--- src/rtl/ast_pkg.sv ---
// AST shared types: differential alert request/response bundles, channel indices,
// and the per-channel alert source state encoding.
package ast_pkg;

  localparam int unsigned NumAlerts = 11;

  // Alert channel indices
  localparam int unsigned AsSel   = 0;
  localparam int unsigned CgSel   = 1;
  localparam int unsigned GdSel   = 2;
  localparam int unsigned TsHiSel = 3;
  localparam int unsigned TsLoSel = 4;
  localparam int unsigned FlaSel  = 5;
  localparam int unsigned OtpSel  = 6;
  localparam int unsigned Ot0Sel  = 7;
  localparam int unsigned Ot1Sel  = 8;
  localparam int unsigned Ot2Sel  = 9;
  localparam int unsigned Ot3Sel  = 10;

  typedef struct packed {
    logic p;
    logic n;
  } ast_dif_t;

  typedef struct packed {
    ast_dif_t [NumAlerts-1:0] alerts;
  } ast_alert_req_t;

  typedef struct packed {
    ast_dif_t [NumAlerts-1:0] alerts_ack;
    ast_dif_t [NumAlerts-1:0] alerts_trig;
  } ast_alert_rsp_t;

  typedef enum logic [1:0] {
    Idle    = 2'b00,
    Assert  = 2'b01,
    Release = 2'b10,
    HoldOff = 2'b11
  } ast_alert_src_state_e;

endpackage

--- src/rtl/ast_alert_chan.sv ---
// One alert channel: request/ack handshake FSM with hold-off and re-arm, plus
// ack-skew and trigger-encoding integrity checks.
module ast_alert_chan
  import ast_pkg::*;
#(
  parameter int unsigned HoldOffCycles = 4,
  parameter int unsigned SkewMaxCycles = 2
) (
  input  logic clk_i,
  input  logic rst_ni,
  input  logic evt,
  input  logic ack_p,
  input  logic ack_n,
  input  logic trig_p,
  input  logic trig_n,
  output logic alert_p,
  output logic alert_n,
  output logic pending,
  output logic integ_err
);

  localparam int unsigned CntW = (HoldOffCycles > 1) ? $clog2(HoldOffCycles) : 1;
  localparam int unsigned SkW  = $clog2(SkewMaxCycles + 1);
  localparam logic [CntW-1:0] CntInit = CntW'(HoldOffCycles - 1);
  localparam logic [SkW-1:0]  SkMax   = SkW'(SkewMaxCycles);
  localparam logic [SkW-1:0]  SkLast  = SkW'(SkewMaxCycles - 1);

  ast_alert_src_state_e state_q;
  logic [CntW-1:0]      cnt_q;
  logic [SkW-1:0]       skew_q;
  logic                 rearm_q, trig_bad_q, err_q;

  // Any active trigger leg requests an alert, so a corrupted trigger still fires.
  logic trig_act, trig_bad, req_in;
  logic ack_full, ack_none, ack_skew;
  assign trig_act = trig_p | ~trig_n;
  assign trig_bad = (trig_p == trig_n);
  assign req_in   = evt | trig_act;
  assign ack_full = ack_p & ~ack_n;
  assign ack_none = ~ack_p & ack_n;
  assign ack_skew = ~ack_full & ~ack_none;

  always_ff @(posedge clk_i or negedge rst_ni) begin
    if (!rst_ni) begin
      state_q    <= Idle;
      cnt_q      <= '0;
      rearm_q    <= 1'b0;
      skew_q     <= '0;
      trig_bad_q <= 1'b0;
      err_q      <= 1'b0;
    end else begin
      case (state_q)
        Idle:    if (req_in) state_q <= Assert;
        Assert:  if (ack_full) state_q <= Release;
        Release: begin
          if (req_in) rearm_q <= 1'b1;
          if (ack_none) begin
            state_q <= HoldOff;
            cnt_q   <= CntInit;
          end
        end
        HoldOff: begin
          if (cnt_q == '0) begin
            state_q <= (rearm_q | req_in) ? Assert : Idle;
            rearm_q <= 1'b0;
          end else begin
            cnt_q <= cnt_q - CntW'(1);
            if (req_in) rearm_q <= 1'b1;
          end
        end
        default: state_q <= Idle;
      endcase

      if (!ack_skew)          skew_q <= '0;
      else if (skew_q != SkMax) skew_q <= skew_q + SkW'(1);

      // Skew threshold and trigger-encoding edge share one pulse.
      trig_bad_q <= trig_bad;
      err_q      <= (ack_skew && skew_q == SkLast) | (trig_bad & ~trig_bad_q);
    end
  end

  assign alert_p   = (state_q == Assert);
  assign alert_n   = ~alert_p;
  assign pending   = (state_q == Assert) | (state_q == Release) | rearm_q;
  assign integ_err = err_q;

endmodule

--- src/rtl/ast_alert_src.sv ---
// Sensor-side alert source: NumAlerts independent channels driving the
// differential alert request bundle and consuming the ack/trigger bundle.
module ast_alert_src #(
  parameter int unsigned NumAlerts     = ast_pkg::NumAlerts,
  parameter int unsigned HoldOffCycles = 4,
  parameter int unsigned SkewMaxCycles = 2
) (
  input  logic                       clk_i,
  input  logic                       rst_ni,
  input  logic [NumAlerts-1:0]       event_i,
  input  ast_pkg::ast_alert_rsp_t    alert_rsp_i,
  output ast_pkg::ast_alert_req_t    alert_req_o,
  output logic [NumAlerts-1:0]       pending_o,
  output logic [NumAlerts-1:0]       integ_err_o
);

  logic [NumAlerts-1:0] alert_p, alert_n;

  for (genvar i = 0; i < NumAlerts; i++) begin : g_chan
    ast_alert_chan #(
      .HoldOffCycles(HoldOffCycles),
      .SkewMaxCycles(SkewMaxCycles)
    ) u_chan (
      .clk_i    (clk_i),
      .rst_ni   (rst_ni),
      .evt      (event_i[i]),
      .ack_p    (alert_rsp_i.alerts_ack[i].p),
      .ack_n    (alert_rsp_i.alerts_ack[i].n),
      .trig_p   (alert_rsp_i.alerts_trig[i].p),
      .trig_n   (alert_rsp_i.alerts_trig[i].n),
      .alert_p  (alert_p[i]),
      .alert_n  (alert_n[i]),
      .pending  (pending_o[i]),
      .integ_err(integ_err_o[i])
    );
  end

  always_comb begin
    alert_req_o = '0;
    for (int i = 0; i < NumAlerts; i++) begin
      alert_req_o.alerts[i].p = alert_p[i];
      alert_req_o.alerts[i].n = alert_n[i];
    end
  end

endmodule

--- config.mk ---
export PLATFORM = sky130hd
export DESIGN_NAME = ast_alert_src
export DESIGN_NICKNAME = d
export VERILOG_FILES = /design/src/rtl/ast_pkg.sv /design/src/rtl/ast_alert_chan.sv /design/src/rtl/ast_alert_src.sv
export SDC_FILE = /design/constraint.sdc
export NUM_CORES = 1
export LEC_CHECK = 0
export ABC_AREA = 1
export BUFFER_PORTS_ARGS = -buffer_cell sky130_fd_sc_hd__buf_2
export CORE_ASPECT_RATIO = 0.9
export CORE_MARGIN = 4
export CORE_UTILIZATION = 45
export CTS_BUF_LIST = sky130_fd_sc_hd__clkbuf_4
export CTS_CLUSTER_DIAMETER = 120
export DETAILED_ROUTE_END_ITERATION = 8
export PLACE_DENSITY = 0.65
export SETUP_SLACK_MARGIN = 0.2
export SKIP_CTS_REPAIR_TIMING = 1
export SLEW_MARGIN = 25
export SYNTH_ARGS = -nofsm -noshare
export SYNTH_HDL_FRONTEND = slang
export SYNTH_HIERARCHICAL = 1
export SYNTH_SLANG_ARGS = --single-unit
--- constraint.sdc ---
create_clock -name clk_i -period 2 [get_ports clk_i]
set_input_delay 0.1 -clock clk_i [delete_from_list [all_inputs] [get_ports clk_i]]
set_output_delay 0.1 -clock clk_i [all_outputs]
set_load 0.05 [all_outputs]
==> results of run 1 <==
-- cell usage after synthesis --
master and instances:
a21oi_1 12, a21oi_2 10, dfrtp_1 99, ha_1 110, inv_1 197, inv_2 1, nand2_1 134, nand2_2 40
nand2_4 2, nand3_1 46, nand3_2 20, nor2_1 22, nor2_4 11, o21ai_0 4, o21ai_1 43, o21ai_2 19
or2_1 9, or2_2 2, or2_4 11
-- cell families after synthesis --
logic type	count (synthesis)	share of synthesized area, %
flip-flops	99	36.8
buffers and inverters	198	11.1
AND/OR/NAND/NOR	297	23.5
AO/OA/AOI/OAI	88	8.17
adder cells (fa/ha/maj)	110	20.5
-- layer usage --
layer,vias up,global-route usage [%]
met5,-,0
met4,0,2.81
met3,5,4.12
met2,76,21.9
met1,2292,18.4
li1,2745,-
-- state kept, by name, indices dropped and copies added, names as in the netlist --
| signal | flops |
|---|---|
| g_chan.u_chan/state_q | 22 |
| g_chan.u_chan/skew_q | 22 |
| g_chan.u_chan/rearm_q | 11 |
| g_chan.u_chan/integ_err | 11 |
| g_chan.u_chan/cnt_q | 22 |
| g_chan.u_chan/trig_bad_q | 11 |
-- tightest hold or removal path, stage by stage --
cell	delay, ns
buf_2	0.07
inv_1	0.04
nand3_1	0.09
nand3_1	0.07
o21ai_1	0.06
-- power by group --
group	switching [mW]	total (mW)	internal, mW
clock network	0.675	1.05	0.377
logic	5.34	8.75	3.42
registers	0.556	3.42	2.87
-- metrics by stage --
stage	total power, mW	utilization (%)
6_report	13.2	56.7
5_1_grt	14.5	56.7
4_1_cts	12.4	52.1
3_5_place_dp	11.3	51.2
3_3_place_gp	11.2	51.2
2_1_floorplan	9.85	-
-- layout make-up --
class / instances / area (µm²) / area share [%]
Clock inverter: 7 / 68.8 / 0.828
Multi-Input combinational cell: 495 / 3630 / 43.7
Clock buffer: 9 / 67.6 / 0.813
Inverter: 198 / 743 / 8.94
Timing Repair Buffer: 154 / 1070 / 12.9
Tap cell: 198 / 248 / 2.98
Sequential cell: 99 / 2480 / 29.8
-- final timing paths --
check | slack [ns] | depth (start not counted) | endpoint | startpoint
max | 0.26 | 4 | pending_o[7] | g_chan[7].u_chan/state_q[1]
min | -0.004 | 5 | g_chan[0].u_chan/rearm_q | event_i[0]
max reg2reg | 0.60 | 8 | g_chan[7].u_chan/state_q[0] | g_chan[7].u_chan/state_q[0]
min reg2reg | 0.43 | 1 | g_chan[8].u_chan/integ_err | g_chan[8].u_chan/trig_bad_q
max in group asynchronous | 1.21 | 3 | g_chan[10].u_chan/state_q[0] | rst_ni
min in group asynchronous | 0.13 | 2 | g_chan[7].u_chan/state_q[0] | rst_ni
-- layout by cell type, fill, tap and decap left out, types with 4 or more instances in the layout --
master / count
nand3_2: 20
ha_4: 10
buf_6: 9
or2_1: 9
o21ai_0: 4
inv_1: 176
ha_1: 100
nor2_4: 11
a21oi_2: 10
or2_4: 12
a21oi_1: 12
clkbuf_4: 9
nand2_2: 40
o21ai_2: 19
nand2_1: 134
nand3_1: 46
inv_2: 22
o21ai_1: 43
nor2_1: 22
buf_4: 23
dlygate4sd3_1: 31
dfrtp_1: 98
buf_2: 88
==> metrics, run 1 <==
crit share post-route=87.1%; Worst Setup Start Kind=flop; Global Route Usage Sum=13.6%; clock skew=0.0139 ns; total I/O pin count=101; Hold Vio Cnt, Final=2; placed cell area=7500 µm²; max_cap viols=0; Setup-failing EPs final=0; worst rel slew slack=64.4%; DRT iter0 DRCs=156; Setup Crit Path Kind=reg2out; NumNets Final=1124; final period demand of the worst path=1.74 ns; P&R area growth vs syn=23.6%; die area=17000 µm²; number of diodes=0; first-pass GRT wire length=18900 µm; final wirelength=11700 µm; TNS Setup=0 ns; top cells by area, synth=dfrtp_1 (37%), ha_1 (20%), inv_1 (11%); P_leak=4.55 nW; Starting Density=45.9%; peak supply drop=1030 µV; fmax=574 MHz; ANT nets after route=0; dpl cells=1092; Hold WC Path Type=in2reg; Yosys reg bits=99; detailed placement HPWL=8630 µm; Finished Layout Cells=1160; Die Wd=137 µm; Top Metal Used=met4; WL met3=524 µm; Clock Tree Root=clkbuf_4; htree depth=3; CP Data Arrival Time=1.64 ns; CTS max path bufs=2; slowest stage delay, CP=0.42 ns; Cells after Synth=792; die height=124 µm; YS warnings=6; Synth top area share=36.8%; wire length on met1=5670 µm; P per Cell Area=1590 nW/µm²; # DRC=0; Final GP Congestion=0.791; status=finished with violations; Core Area=14700 µm²; vias in the first global route=4504; fin area=8310 µm²; Post-Syn Area=6720 µm²; Row Count=42; Hold WS=-0.00381 ns; Critical Path RT=1.90 ns; synth unique cells=19; PortBufs=100; clock slew at reported path FFs=0.16 ns; drt pass-1 iters=4; layout cell share with drive strength beyond 1=29.7%; CP max FO=4; GR Overflow Total=0; top cell type by total area after synthesis=dfrtp_1; TritonCTS buffer count=9; Avg Vias per Cell=4.41; crit end category=output pin; CTS tree=yes; clock sink count=99; pin count of the biggest net entering global routing=50; sequential fraction of the synthesis area=36.8%; vias after detailed routing=5118; total buffers and inverters traversed by the critical path=2; Place WS=0.641 ns; initial antenna violation count=0; critical path's slowest cell=dfrtp_1; fill cell count=1320; synthesized net count=959; metal2 WL=5430 µm; max-slew violation count=0; cells along the critical path=inv_2, ha_4, or2_2, buf_8; measured slew at the worst slew-check pin=0.533 ns; CP delay by family, top=flip-flops; failing checks=hold timing; Final WS setup=0.259 ns; drt wl/cell=10.1 µm; clk_lat worst skew=0.46 ns; syn avg cell area=8.49 µm²; RSZ-0062 raised after global routing=yes
Power figures use the tool's default switching activity.
==> run 2: changes to the inputs <==
--- a/config.mk
+++ b/config.mk
@@ -7,7 +7,6 @@
 export LEC_CHECK = 0
 export ABC_AREA = 1
 export BUFFER_PORTS_ARGS = -buffer_cell sky130_fd_sc_hd__buf_2
-export CORE_ASPECT_RATIO = 0.9
 export CORE_MARGIN = 4
 export CORE_UTILIZATION = 45
 export CTS_BUF_LIST = sky130_fd_sc_hd__clkbuf_4
==> run 2 against run 1 <==
The run now ends clean. Register-to-register slack got worse by 0.13 ns. Largest power group unchanged. Sequential share of layout area is 0.52 points lower. First-iteration DRC count up 6.4%. Clock skew increased by 0.0058 ns. Highest routed layer unchanged. Critical endpoint is now pending_o[6]. Sequential power barely moved. Cell area increased by 1.9%. Setup slack improved by 0.0048 ns.
==> metrics, run 2 (synthesis results as in run 1) <==
initial antenna violation count=0 (unchanged); vias after detailed routing=5139 (was 5118); total I/O pin count=101 (unchanged); TritonCTS buffer count=9 (unchanged); peak supply drop=1110 µV (was 1030 µV); DRT iter0 DRCs=166 (was 156); R2R Path End=g_chan[2].u_chan/state_q[0] (was g_chan[7].u_chan/state_q[0]); drt pass-1 iters=4 (unchanged); crit end category=output pin (unchanged); worst rel slew slack=65.8% (was 64.4%); total buffers and inverters traversed by the critical path=2 (unchanged); critical path's slowest cell=dfrtp_2 (was dfrtp_1); reg-to-reg slack, setup=0.47 ns (was 0.60 ns); slowest stage delay, CP=0.47 ns (was 0.42 ns); Setup Crit Path Kind=reg2out (unchanged); Row Count=44 (was 42); crit share post-route=86.8% (was 87.1%); Global Route Usage Sum=13.6% (about the same); measured slew at the worst slew-check pin=0.513 ns (was 0.533 ns); internal power=7.00 mW (was 6.66 mW); max_cap viols=0 (unchanged); fmax=576 MHz (was 574 MHz); hold path depth=5 (unchanged); first-pass GRT wire length=18800 µm (was 18900 µm); R2R depth=9 (was 8); PortBufs=100 (unchanged); P_sw=6.60 mW (was 6.57 mW); Logic pwr share=66.1% (was 66.2%); pin count of the biggest net entering global routing=38 (was 50); final wirelength=12200 µm (was 11700 µm); CTS max path bufs=2 (unchanged); Hold Vio Cnt, Final=0 (was 2); clk_lat worst skew=0.47 ns (was 0.46 ns); drt wl/cell=10.5 µm (was 10.1 µm); Hold WC Path Type=in2reg (unchanged); Final GP Congestion=0.778 (was 0.791); RSZ-0062 raised after global routing=yes (unchanged); die height=130 µm (was 124 µm); Avg Vias per Cell=4.42 (was 4.41); FF-to-FF Start=g_chan[2].u_chan/state_q[0] (was g_chan[7].u_chan/state_q[0]); number of diodes=0 (unchanged); vias in the first global route=4436 (was 4504); Net Sw Frac=48.6% (was 49.7%); layout cell share with drive strength beyond 1=30.7% (was 29.7%); Die Wd=130 µm (was 137 µm); P_leak=4.64 nW (was 4.55 nW); NumNets Final=1140 (was 1124); clock sink count=99 (unchanged); Finished Layout Cells=1162 (was 1160); clock slew at reported path FFs=0.16 ns (about the same); clock skew=0.0196 ns (was 0.0139 ns); Worst Hold End=g_chan[9].u_chan/rearm_q (was g_chan[0].u_chan/rearm_q); hold path startpoint=event_i[9] (was event_i[0]); ANT nets after route=0 (unchanged); P&R area growth vs syn=26.0% (was 23.6%); P per Cell Area=1610 nW/µm² (was 1590 nW/µm²); GR Overflow Total=0 (unchanged); dpl cells=1078 (was 1092); CTS tree=yes (unchanged); WP depth=4 (unchanged); detailed placement HPWL=8840 µm (was 8630 µm); cells along the critical path=inv_2, ha_4, or2_1, buf_6 (was inv_2, ha_4, or2_2, buf_8); # DRC=0 (unchanged); Critical Path RT=1.90 ns (about the same); CP delay by family, top=flip-flops (unchanged); Core Area=14600 µm² (was 14700 µm²); CP Data Arrival Time=1.64 ns (about the same); htree depth=3 (unchanged); CP max FO=5 (was 4); Starting Density=46.1% (was 45.9%); final period demand of the worst path=1.74 ns (about the same); die area=17000 µm² (about the same); clock power share=8.7% (was 8.0%); Setup-failing EPs final=0 (unchanged); max-slew violation count=0 (unchanged); post-layout total power=13.6 mW (was 13.2 mW); commonest cells after routing, fill and taps aside=inv_1 (179), nand2_1 (134), ha_1 (99), dfrtp_1 (95), buf_2 (87) (was inv_1 (176), nand2_1 (134), ha_1 (100), dfrtp_1 (98), buf_2 (88)); Worst Setup Start Kind=flop (unchanged); status=completed (was finished with violations); most common cell after layout, fill and taps aside=inv_1 (unchanged); Clock Tree Root=clkbuf_4 (unchanged); Flop pwr share=25.2% (was 25.9%); top flop regs=g_chan.u_chan/cnt_q x22, g_chan.u_chan/skew_q x22, g_chan.u_chan/state_q x22 (unchanged); TNS Setup=0 ns (unchanged)
==> run 2: cell types whose count changed in the layout (fill, tap and decap cells not counted), moves of 2 or more <==
cell	previous run	this run
buf_4	23	36
clkbuf_4	9	11
clkinv_4	2	0
dfrtp_1	98	95
dfrtp_2	1	4
dlygate4sd3_1	31	33
inv_1	176	179
inv_2	22	19
==> run 2: power groups by stage <==
stage          logic [mW]  clock network, mW  registers [mW]
3_3_place_gp         7.70                  0            3.46
6_report             8.99               1.19            3.42
3_5_place_dp         7.81                  0            3.47
2_1_floorplan        6.28                  0            3.57
4_1_cts              7.83               1.26            3.44
5_1_grt              10.0               1.34            3.53
==> run 2: worst min-delay path: stages <==
cell and delay (ns):
buf_2 0.07, inv_1 0.04, nand3_1 0.10, nand3_2 0.08
o21ai_2 0.05
==> run 2: stage by stage <==
| stage | utilization, % | cell area, µm² | hold WS, ns | setup slack [ns] |
|---|---|---|---|---|
| after floorplan | - | 6720 | -0.196 | 0.531 |
| after global placement | 51.4 | 7500 | 0.117 | 0.659 |
| after detailed placement | 51.4 | 7500 | 0.107 | 0.644 |
| after CTS | 52.5 | 7650 | -0.451 | 0.0658 |
| after global routing | 58.1 | 8470 | 0.00245 | 0.151 |
| final | 58.1 | 8470 | 0.0112 | 0.263 |
==> run 2: cell type report <==
| type | count | area, µm² |
|---|---|---|
| Fill cell | 1318 | 6120 |
| Timing Repair Buffer | 170 | 1210 |
| Tap cell | 184 | 230 |
| Sequential cell | 99 | 2480 |
| Multi-Input combinational cell | 495 | 3650 |
| Clock buffer | 10 | 75.1 |
| Inverter | 198 | 743 |
| Clock inverter | 6 | 80.1 |
==> run 2: how the worst max path moves through the flow <==
| stage | slack (ns) | end | start |
|---|---|---|---|
| 5_1_grt | 0.15 | pending_o[6] | g_chan[6].u_chan/state_q[0] |
| 3_5_place_dp | 0.64 | pending_o[0] | g_chan[0].u_chan/state_q[0] |
| 3_3_place_gp | 0.66 | pending_o[0] | g_chan[0].u_chan/state_q[0] |
| 4_1_cts | 0.07 | pending_o[0] | g_chan[0].u_chan/state_q[0] |
| 6_report | 0.26 | pending_o[6] | g_chan[6].u_chan/state_q[0] |
| 2_1_floorplan | 0.53 | g_chan[10].u_chan/state_q[0] | g_chan[10].u_chan/state_q[1] |
==> run 2: per-layer routing <==
layer	up-vias	wire, µm	global-route usage [%]
li1	2778	-	-
met1	2284	5580	16.8
met2	68	5940	23.0
met3	9	587	4.50
met4	0	106	3.30
met5	-	0	0
==> run 3: changes to the inputs <==
==> constraint.sdc (replaced) <==
create_clock -name clk_i -period 2.1 [get_ports clk_i]
set_input_delay 0.105 -clock clk_i [delete_from_list [all_inputs] [get_ports clk_i]]
set_output_delay 0.105 -clock clk_i [all_outputs]
set_load 0.05 [all_outputs]
==> run 3 against run 2 <==
Largest cell class unchanged. Critical path type unchanged. Register-to-register slack better by 0.25 ns. Critical endpoint is now pending_o[4]. Combinational power down 12%. Clock skew up 0.0022 ns.
==> metrics, run 3 (synthesis results as in run 1) <==
ANT nets after route=0 (unchanged); Hold WC Path Type=in2reg (unchanged); Critical Path RT=2.00 ns (was 1.90 ns); Setup Crit Path Kind=reg2out (unchanged); RSZ-0062 raised after global routing=yes (unchanged); fin area=8190 µm² (was 8470 µm²); measured slew at the worst slew-check pin=0.486 ns (was 0.513 ns); hold path startpoint=alert_rsp_i[30] (was event_i[9]); Row Count=44 (unchanged); GR Overflow Total=0 (unchanged); wire length on met1=5250 µm (was 5580 µm); clock slew at reported path FFs=0.15 ns (was 0.16 ns); metal2 WL=5670 µm (was 5940 µm); clock skew=0.0218 ns (was 0.0196 ns); fmax=563 MHz; die height=130 µm (unchanged); NumNets Final=1122 (was 1140); most common cell after layout, fill and taps aside=inv_1 (unchanged); peak supply drop=1070 µV (was 1110 µV); commonest cells after routing, fill and taps aside=inv_1 (188), nand2_1 (134), ha_1 (108), dfrtp_1 (96), buf_2 (89) (was inv_1 (179), nand2_1 (134), ha_1 (99), dfrtp_1 (95), buf_2 (87)); CP Data Arrival Time=1.67 ns (was 1.64 ns); status=completed (unchanged); final wirelength=11600 µm (was 12200 µm); WL met3=553 µm (was 587 µm); crit share post-route=84.6%; layout cell share with drive strength beyond 1=27.5% (was 30.7%); P&R area growth vs syn=21.7% (was 26.0%); CP delay by family, top=flip-flops (unchanged); Hold Vio Cnt, Final=0 (unchanged); fill cell count=1357 (was 1318); FF-to-FF Start=g_chan[5].u_chan/state_q[0] (was g_chan[2].u_chan/state_q[0]); Top Metal Used=met4 (unchanged); initial antenna violation count=0 (unchanged); PortBufs=100 (unchanged); Setup-failing EPs final=0 (unchanged); worst rel slew slack=67.6% (was 65.8%); placed cell area=7500 µm² (unchanged); Global Route Usage Sum=13.7% (was 13.6%); slowest stage delay, CP=0.44 ns (was 0.47 ns); critical path's slowest cell=dfrtp_1 (was dfrtp_2); number of diodes=0 (unchanged); Worst Setup Start Kind=flop (unchanged); CTS tree=yes (unchanged); max_cap viols=0 (unchanged); pin count of the biggest net entering global routing=49 (was 38); Die Wd=130 µm (unchanged); CTS max path bufs=2 (unchanged); die area=17000 µm² (unchanged); Starting Density=46.1% (unchanged); top flop regs=g_chan.u_chan/cnt_q x22, g_chan.u_chan/skew_q x22, g_chan.u_chan/state_q x22 (unchanged); CP max FO=5 (unchanged); P per Cell Area=1490 nW/µm² (was 1610 nW/µm²); Avg Vias per Cell=4.44 (was 4.42); DRT iter0 DRCs=166 (unchanged); Clock Tree Root=clkbuf_4 (unchanged); crit path launch=g_chan[4].u_chan/state_q[0] (was g_chan[6].u_chan/state_q[0]); crit end category=output pin (unchanged); clk_lat worst skew=0.46 ns (was 0.47 ns); P_leak=4.54 nW (was 4.64 nW); clock sink count=99 (unchanged); htree depth=3 (unchanged); total I/O pin count=101 (unchanged); Final GP Congestion=0.779 (was 0.778); detailed placement HPWL=8820 µm (was 8840 µm); vias in the first global route=4542 (was 4436); first-pass GRT wire length=19000 µm (was 18800 µm); max-slew violation count=0 (unchanged); total buffers and inverters traversed by the critical path=2 (unchanged); vias after detailed routing=5083 (was 5139); Core Area=14600 µm² (unchanged); drt wl/cell=10.1 µm (was 10.5 µm); TNS Setup=0 ns (unchanged); cells along the critical path=inv_1, ha_1, or2_1, buf_6 (was inv_2, ha_4, or2_1, buf_6); TritonCTS buffer count=9 (unchanged); # DRC=0 (unchanged); final period demand of the worst path=1.78 ns; drt pass-1 iters=4 (unchanged)
==> run 3: changes by cell type in the layout (fill, tap and decap cells not counted), sizes merged <==
cell | before | now
bufinv | 2 | 1
clkinv | 3 | 2
dlygate4sd3 | 33 | 34
buf | 136 | 117
clkinvlp | 1 | 2
inv | 198 | 199
==> run 3: through the flow <==
stage                     hold WS (ns)  total power, mW  utilization, %  setup slack (ns)  cells
final                           0.0563             12.2            56.1             0.324   1144
after global routing           0.00867             13.5            56.1             0.177   1144
after CTS                       -0.469             11.9            52.3             0.150   1094
after detailed placement        0.0967             10.8            51.4             0.735   1078
after global placement          0.0974             10.6            51.4             0.758   1078
after floorplan                 -0.191             9.38               -             0.631    792
==> run 3: metal layers <==
layer  global-route usage [%]  vias to the layer above
met5                        0                        -
met4                     3.55                        0
met3                     4.50                        5
met2                     23.0                       78
met1                     17.1                     2253
li1                         -                     2747
==> run 3: where the power goes <==
part | leakage (nW) | internal, mW | switching, mW
clock | 0.0728 | 0.377 | 0.648
sequential | 1.17 | 2.73 | 0.516
combinational | 3.30 | 3.03 | 4.92
==> run 3: area by class of cell <==
type                            instances  area (µm²)  area share (%)
Timing Repair Buffer                  152        1060            12.9
Multi-Input combinational cell        495        3530            43.2
Sequential cell                        99        2480            30.3
Inverter                              198         743            9.08
Tap cell                              184         230            2.81
Clock inverter                          6        63.8           0.780
Clock buffer                           10        75.1           0.917
==> run 3: worst register-to-register path, delay by kind of cell (launching register included) <==
family / cells / cell delay (ns)
buffers and inverters: 1 / 0.14
AND/OR/NAND/NOR: 6 / 0.45
adder cells (fa/ha/maj): 1 / 0.24
flip-flops: 1 / 0.46
==> run 3: final timing paths <==
kind / to / slack [ns] / cells past startpoint
worst min register to register: g_chan[6].u_chan/integ_err / 0.42 / 1
min in group asynchronous: g_chan[8].u_chan/state_q[0] / 0.12 / 2
worst max-delay path: pending_o[4] / 0.32 / 4
worst min-delay path: g_chan[4].u_chan/integ_err / 0.06 / 4
worst max register to register: g_chan[5].u_chan/state_q[0] / 0.72 / 8
max in group asynchronous: g_chan[5].u_chan/state_q[0] / 1.31 / 3
